==> src/rtl/cpu_ctrl_pkg.sv <==
// Shared definitions for the multicycle MIPS main control unit:
// state encoding, opcodes, ALUOp and mux select constants, control bundle.
package cpu_ctrl_pkg;

    typedef enum logic [3:0] {
        ST_IDLE   = 4'd0,
        ST_FETCH  = 4'd1,
        ST_DECODE = 4'd2,
        ST_MEMADR = 4'd3,
        ST_MEMRD  = 4'd4,
        ST_MEMWB  = 4'd5,
        ST_MEMWR  = 4'd6,
        ST_EXEC   = 4'd7,
        ST_ALUWB  = 4'd8,
        ST_BRANCH = 4'd9,
        ST_JUMP   = 4'd10,
        ST_ADDIEX = 4'd11,
        ST_ADDIWB = 4'd12
    } ctrl_state_t;

    localparam logic [5:0] OP_RTYPE = 6'b000000;
    localparam logic [5:0] OP_LW    = 6'b100011;
    localparam logic [5:0] OP_SW    = 6'b101011;
    localparam logic [5:0] OP_BEQ   = 6'b000100;
    localparam logic [5:0] OP_J     = 6'b000010;
    localparam logic [5:0] OP_ADDI  = 6'b001000;

    localparam logic [1:0] ALUOP_ADD   = 2'b00;
    localparam logic [1:0] ALUOP_SUB   = 2'b01;
    localparam logic [1:0] ALUOP_FUNCT = 2'b10;

    localparam logic [1:0] SRCB_RT     = 2'b00;
    localparam logic [1:0] SRCB_FOUR   = 2'b01;
    localparam logic [1:0] SRCB_IMM    = 2'b10;
    localparam logic [1:0] SRCB_IMMSH2 = 2'b11;

    localparam logic [1:0] PCSRC_ALU    = 2'b00;
    localparam logic [1:0] PCSRC_ALUOUT = 2'b01;
    localparam logic [1:0] PCSRC_JUMP   = 2'b10;

    typedef struct packed {
        logic       pc_write;
        logic       pc_write_cond;
        logic       i_or_d;
        logic       mem_read;
        logic       mem_write;
        logic       ir_write;
        logic       mem_to_reg;
        logic       reg_dst;
        logic       reg_write;
        logic       alu_src_a;
        logic [1:0] alu_src_b;
        logic [1:0] alu_op;
        logic [1:0] pc_source;
        logic       inst_done;
        logic       illegal;
    } ctrl_out_t;

    function automatic logic op_is_legal(input logic [5:0] op);
        case (op)
            OP_RTYPE, OP_LW, OP_SW, OP_BEQ, OP_J, OP_ADDI: op_is_legal = 1'b1;
            default:                                       op_is_legal = 1'b0;
        endcase
    endfunction

endpackage

==> src/rtl/multicycle_ctrl.sv <==
// Main control FSM of the multicycle MIPS core: sequences fetch, decode,
// execute, memory and writeback, stalling on memory via mem_ready.
module multicycle_ctrl
    import cpu_ctrl_pkg::*;
(
    input  logic       clk,
    input  logic       rst,
    input  logic [5:0] op,
    input  logic       mem_ready,
    output logic       PCWrite,
    output logic       PCWriteCond,
    output logic       IorD,
    output logic       MemRead,
    output logic       MemWrite,
    output logic       IRWrite,
    output logic       MemtoReg,
    output logic       RegDst,
    output logic       RegWrite,
    output logic       ALUSrcA,
    output logic [1:0] ALUSrcB,
    output logic       ALUOp1,
    output logic       ALUOp0,
    output logic [1:0] PCSource,
    output logic       inst_done,
    output logic       illegal,
    output logic [3:0] state
);

    ctrl_state_t state_q;
    ctrl_state_t state_d;
    ctrl_out_t   ctrl;

    // State register with synchronous reset.
    always_ff @(posedge clk) begin
        if (rst) begin
            state_q <= ST_IDLE;
        end else begin
            state_q <= state_d;
        end
    end

    // Next-state decode; op is only consulted in DECODE and MEMADR.
    always_comb begin
        state_d = ST_IDLE;
        case (state_q)
            ST_IDLE:   state_d = ST_FETCH;
            ST_FETCH:  state_d = mem_ready ? ST_DECODE : ST_FETCH;
            ST_DECODE: begin
                case (op)
                    OP_RTYPE:     state_d = ST_EXEC;
                    OP_LW, OP_SW: state_d = ST_MEMADR;
                    OP_BEQ:       state_d = ST_BRANCH;
                    OP_J:         state_d = ST_JUMP;
                    OP_ADDI:      state_d = ST_ADDIEX;
                    default:      state_d = ST_FETCH;
                endcase
            end
            ST_MEMADR: state_d = (op == OP_SW) ? ST_MEMWR : ST_MEMRD;
            ST_MEMRD:  state_d = mem_ready ? ST_MEMWB : ST_MEMRD;
            ST_MEMWB:  state_d = ST_FETCH;
            ST_MEMWR:  state_d = mem_ready ? ST_FETCH : ST_MEMWR;
            ST_EXEC:   state_d = ST_ALUWB;
            ST_ALUWB:  state_d = ST_FETCH;
            ST_BRANCH: state_d = ST_FETCH;
            ST_JUMP:   state_d = ST_FETCH;
            ST_ADDIEX: state_d = ST_ADDIWB;
            ST_ADDIWB: state_d = ST_FETCH;
            default:   state_d = ST_IDLE;
        endcase
    end

    // Moore output decode; mem_ready only gates the FETCH and MEMWR commits.
    always_comb begin
        ctrl = '0;
        case (state_q)
            ST_IDLE: begin
                ctrl = '0;
            end
            ST_FETCH: begin
                ctrl.mem_read  = 1'b1;
                ctrl.alu_src_b = SRCB_FOUR;
                ctrl.alu_op    = ALUOP_ADD;
                ctrl.pc_source = PCSRC_ALU;
                ctrl.ir_write  = mem_ready;
                ctrl.pc_write  = mem_ready;
            end
            ST_DECODE: begin
                ctrl.alu_src_b = SRCB_IMMSH2;
                ctrl.alu_op    = ALUOP_ADD;
                ctrl.illegal   = ~op_is_legal(op);
            end
            ST_MEMADR: begin
                ctrl.alu_src_a = 1'b1;
                ctrl.alu_src_b = SRCB_IMM;
                ctrl.alu_op    = ALUOP_ADD;
            end
            ST_MEMRD: begin
                ctrl.mem_read = 1'b1;
                ctrl.i_or_d   = 1'b1;
            end
            ST_MEMWB: begin
                ctrl.reg_write  = 1'b1;
                ctrl.mem_to_reg = 1'b1;
                ctrl.inst_done  = 1'b1;
            end
            ST_MEMWR: begin
                ctrl.mem_write = 1'b1;
                ctrl.i_or_d    = 1'b1;
                ctrl.inst_done = mem_ready;
            end
            ST_EXEC: begin
                ctrl.alu_src_a = 1'b1;
                ctrl.alu_src_b = SRCB_RT;
                ctrl.alu_op    = ALUOP_FUNCT;
            end
            ST_ALUWB: begin
                ctrl.reg_write = 1'b1;
                ctrl.reg_dst   = 1'b1;
                ctrl.inst_done = 1'b1;
            end
            ST_BRANCH: begin
                ctrl.alu_src_a     = 1'b1;
                ctrl.alu_src_b     = SRCB_RT;
                ctrl.alu_op        = ALUOP_SUB;
                ctrl.pc_write_cond = 1'b1;
                ctrl.pc_source     = PCSRC_ALUOUT;
                ctrl.inst_done     = 1'b1;
            end
            ST_JUMP: begin
                ctrl.pc_write  = 1'b1;
                ctrl.pc_source = PCSRC_JUMP;
                ctrl.inst_done = 1'b1;
            end
            ST_ADDIEX: begin
                ctrl.alu_src_a = 1'b1;
                ctrl.alu_src_b = SRCB_IMM;
                ctrl.alu_op    = ALUOP_ADD;
            end
            ST_ADDIWB: begin
                ctrl.reg_write = 1'b1;
                ctrl.inst_done = 1'b1;
            end
            default: begin
                ctrl = '0;
            end
        endcase
    end

    assign PCWrite     = ctrl.pc_write;
    assign PCWriteCond = ctrl.pc_write_cond;
    assign IorD        = ctrl.i_or_d;
    assign MemRead     = ctrl.mem_read;
    assign MemWrite    = ctrl.mem_write;
    assign IRWrite     = ctrl.ir_write;
    assign MemtoReg    = ctrl.mem_to_reg;
    assign RegDst      = ctrl.reg_dst;
    assign RegWrite    = ctrl.reg_write;
    assign ALUSrcA     = ctrl.alu_src_a;
    assign ALUSrcB     = ctrl.alu_src_b;
    assign ALUOp1      = ctrl.alu_op[1];
    assign ALUOp0      = ctrl.alu_op[0];
    assign PCSource    = ctrl.pc_source;
    assign inst_done   = ctrl.inst_done;
    assign illegal     = ctrl.illegal;
    assign state       = state_q;

endmodule

==> config.mk <==
export PLATFORM = sky130hd
export DESIGN_NAME = multicycle_ctrl
export DESIGN_NICKNAME = d
export VERILOG_FILES = /design/src/rtl/cpu_ctrl_pkg.sv /design/src/rtl/multicycle_ctrl.sv
export SDC_FILE = /design/constraint.sdc
export NUM_CORES = 1
export LEC_CHECK = 0
export CAP_MARGIN = 20
export CORE_MARGIN = 3
export CORE_UTILIZATION = 42
export CTS_BUF_LIST = sky130_fd_sc_hd__clkbuf_8
export DETAILED_ROUTE_END_ITERATION = 16
export GPL_TIMING_DRIVEN = 0
export PLACE_DENSITY = 0.92
export RECOVER_POWER = 100
export SYNTH_ARGS = -nofsm -noshare
export SYNTH_HDL_FRONTEND = slang
export SYNTH_SLANG_ARGS = --single-unit
==> constraint.sdc <==
create_clock -name clk -period 3.1 [get_ports clk]
set_input_delay 0.62 -clock clk [delete_from_list [all_inputs] [get_ports clk]]
set_output_delay 0.62 -clock clk [all_outputs]
set_load 0.05 [all_outputs]
==> metrics.txt <==
Setup Skew 7.02 ps; final hold violation count 0; GRT Util Overall 0.204; Critical Path AT 2400 ps; num rows 12; die height 42.1 um; Layout Nets 126; Slew Limit Fails 0; CORE AREA 1160 sq um; switching share of power 0.366; number of buffers added on ports 30; Reg area 80.1 sq um; clock-pin slew on the worst setup and hold paths 40 ps; sequential element share of the synthesized area 0.146; synthesized flop and latch total 4; Final period util 0.974; initial antenna violation count 0; GP Congestion 0.836; number of vias per cell 5.60; Gate Count Post-Synth 82; P_leak 0.410 nW; Power Density 309 nW/um^2; Design Area, Final 903 sq um; Max Cap Violations 0; Max VDD drop 0.000316 V; clock root buffer clkbuf_8; final wirelength 1720 um; Pre-antenna DRT Iters 4; area grow syn2layout 65.2%; syn nets 91; DR WL/cell 13.3 um; gr ovfl total 0; Starting Density 0.473; status finished, final reports clean; # H-tree levels 1; Fillers 105; largest net degree at the start of global routing 11; die area 1770 sq um; relative slew slack 0.636; PostCTS Resize Cnt 3; Final Power 0.279 mW; critical path capture point type primary output; clk sink count 4; via count 723; io pins 31; Hold Crit Class reg2reg; final setup vio count 0; Longest Clk Path Bufs 2; Post-Syn Area 547 sq um; P_int 0.177 mW; Max FO, Critical Path 8; sw power 0.102 mW; Least-Margin Pin Slew 544 ps; startpoint types primary input; Post-Layout Cell Count 129; DR iter-0 viols 8; syn_area_per_cell 6.67 sq um; flip-flop count of the largest register after layout 4; Unique masters post-synth 35; register share of total power 0.200; global-route wire length before repair 2820 um; DP Wirelength 1320 um; postcts setup bufs 0; Chip Width 42.1 um; RSZ-0062 raised after global routing no; Antenna diodes 0; Clock power frac 0.403; CP Class in2out; vias in the first global route 646; Clk Latency, worst-skew pair 220 ps; fin crit period 3020 ps; CTS tree yes; residual DRC count 0; dpl cells 126; Max Freq 331 MHz; placed inst area 865 sq um; DRT antenna net count 0; share of power burned in combinational logic 0.397; layout cell share with drive strength beyond 1 0.0957; Multi-input gate area 397 sq um; hold bufs inserted after CTS 0; CP required 2480 ps; Yosys warnings 0; total CTS buffers 3
[Yosys cell counts]
master    count  area share
a2111o_1      1       0.021
a211o_1       2       0.032
a211oi_1      2       0.027
a21boi_0      1       0.014
a21oi_1       7       0.064
a22o_1        1       0.016
a31oi_1       1       0.011
and2_1        1       0.011
and3_1        2       0.023
and4bb_1      2       0.046
buf_2         2       0.018
buf_4         1       0.014
buf_6         2       0.041
clkbuf_1      2       0.014
dfxtp_1       4        0.15
inv_1         5       0.034
maj3_1        1       0.018
nand2_1       5       0.034
nand2b_1      2       0.023
nand4_1       1       0.011
nand4b_1      1       0.016
nor2_1       13       0.089
nor2b_1       2       0.023
nor3_1        5       0.046
nor3_2        1       0.018
o21ai_0       4       0.037
o21ai_1       3       0.027
o21ai_2       1       0.016
o21bai_1      1       0.014
o31ai_1       1       0.014
or2_1         1       0.011
or3_1         1       0.011
or4b_4        1       0.025
xnor2_1       1       0.016
xor2_1        1       0.016
[worst paths after layout]
kind / from / slack (ps) / to / cells past startpoint
max: op[1] / 80 / illegal / 6
min: state[3] / 730 / state[1] / 3
max reg2reg: state[2] / 1630 / state[1] / 5
min reg2reg: state[3] / 730 / state[1] / 3
[final cells by class]
| class | count | share of cell area |
|---|---|---|
| Inverter | 5 | 0.0208 |
| Timing Repair Buffer | 30 | 0.334 |
| Tap cell | 14 | 0.0194 |
| Clock buffer | 3 | 0.0457 |
| Multi-Input combinational cell | 66 | 0.439 |
| Buffer | 7 | 0.0526 |
| Sequential cell | 4 | 0.0886 |
[metal layers]
metal	part of all wire	routed length [um]	global-route usage
met5	0	0	0
met1	0.41	712	0.197
met2	0.51	879	0.417
met3	0.063	108	0.0472
met4	0.010	18	0.0559
[cells in the final DEF (no fill, tap or decap), drive strengths merged, types with 2 or more instances in the layout]
master and instances:
inv 5, a211o 2, a21oi 7, clkdlybuf4s50 8, and4bb 2, clkbuf 5, dlygate4sd3 21, a211oi 2
nand2b 2, nor2 13, nor3 6, and3 2, o21ai 8, dfxtp 4, nor2b 2, nand2 5
buf 5
[kinds of logic after synthesis]
logic type               share of synthesized area
buffers and inverters                        0.121
XOR/XNOR                                    0.0320
flip-flops                                   0.146
adder cells (fa/ha/maj)                     0.0183
AO/OA/AOI/OAI                                0.293
AND/OR/NAND/NOR                              0.389
[worst max-delay path, stage by stage]
cell	delay, ps
clkdlybuf4s50_1	540
maj3_1	390
or3_1	310
a21oi_1	160
nor2_1	50
clkdlybuf4s15_2	330
[power by group through the flow]
| stage | Clock, mW | Combinational (mW) | Sequential, mW |
|---|---|---|---|
| 2_1_floorplan | 0 | 0.0640 | 0.0641 |
| 3_3_place_gp | 0 | 0.112 | 0.0563 |
| 3_5_place_dp | 0 | 0.115 | 0.0565 |
| 4_1_cts | 0.114 | 0.115 | 0.0559 |
| 5_1_grt | 0.117 | 0.118 | 0.0560 |
| 6_report | 0.113 | 0.111 | 0.0557 |
[per-stage QoR]
step	setup slack [ps]	setup TNS (ps)	hold WS [ps]	util
after CTS	86.0	0	718	0.785
final	80.5	0	726	0.781
after global placement	-216	-216	696	0.748
after global routing	1.45	0	778	0.781
after floorplan	189	0	782	-
after detailed placement	-276	-276	696	0.748
No activity file was read; power rests on OpenSTA's default activity.
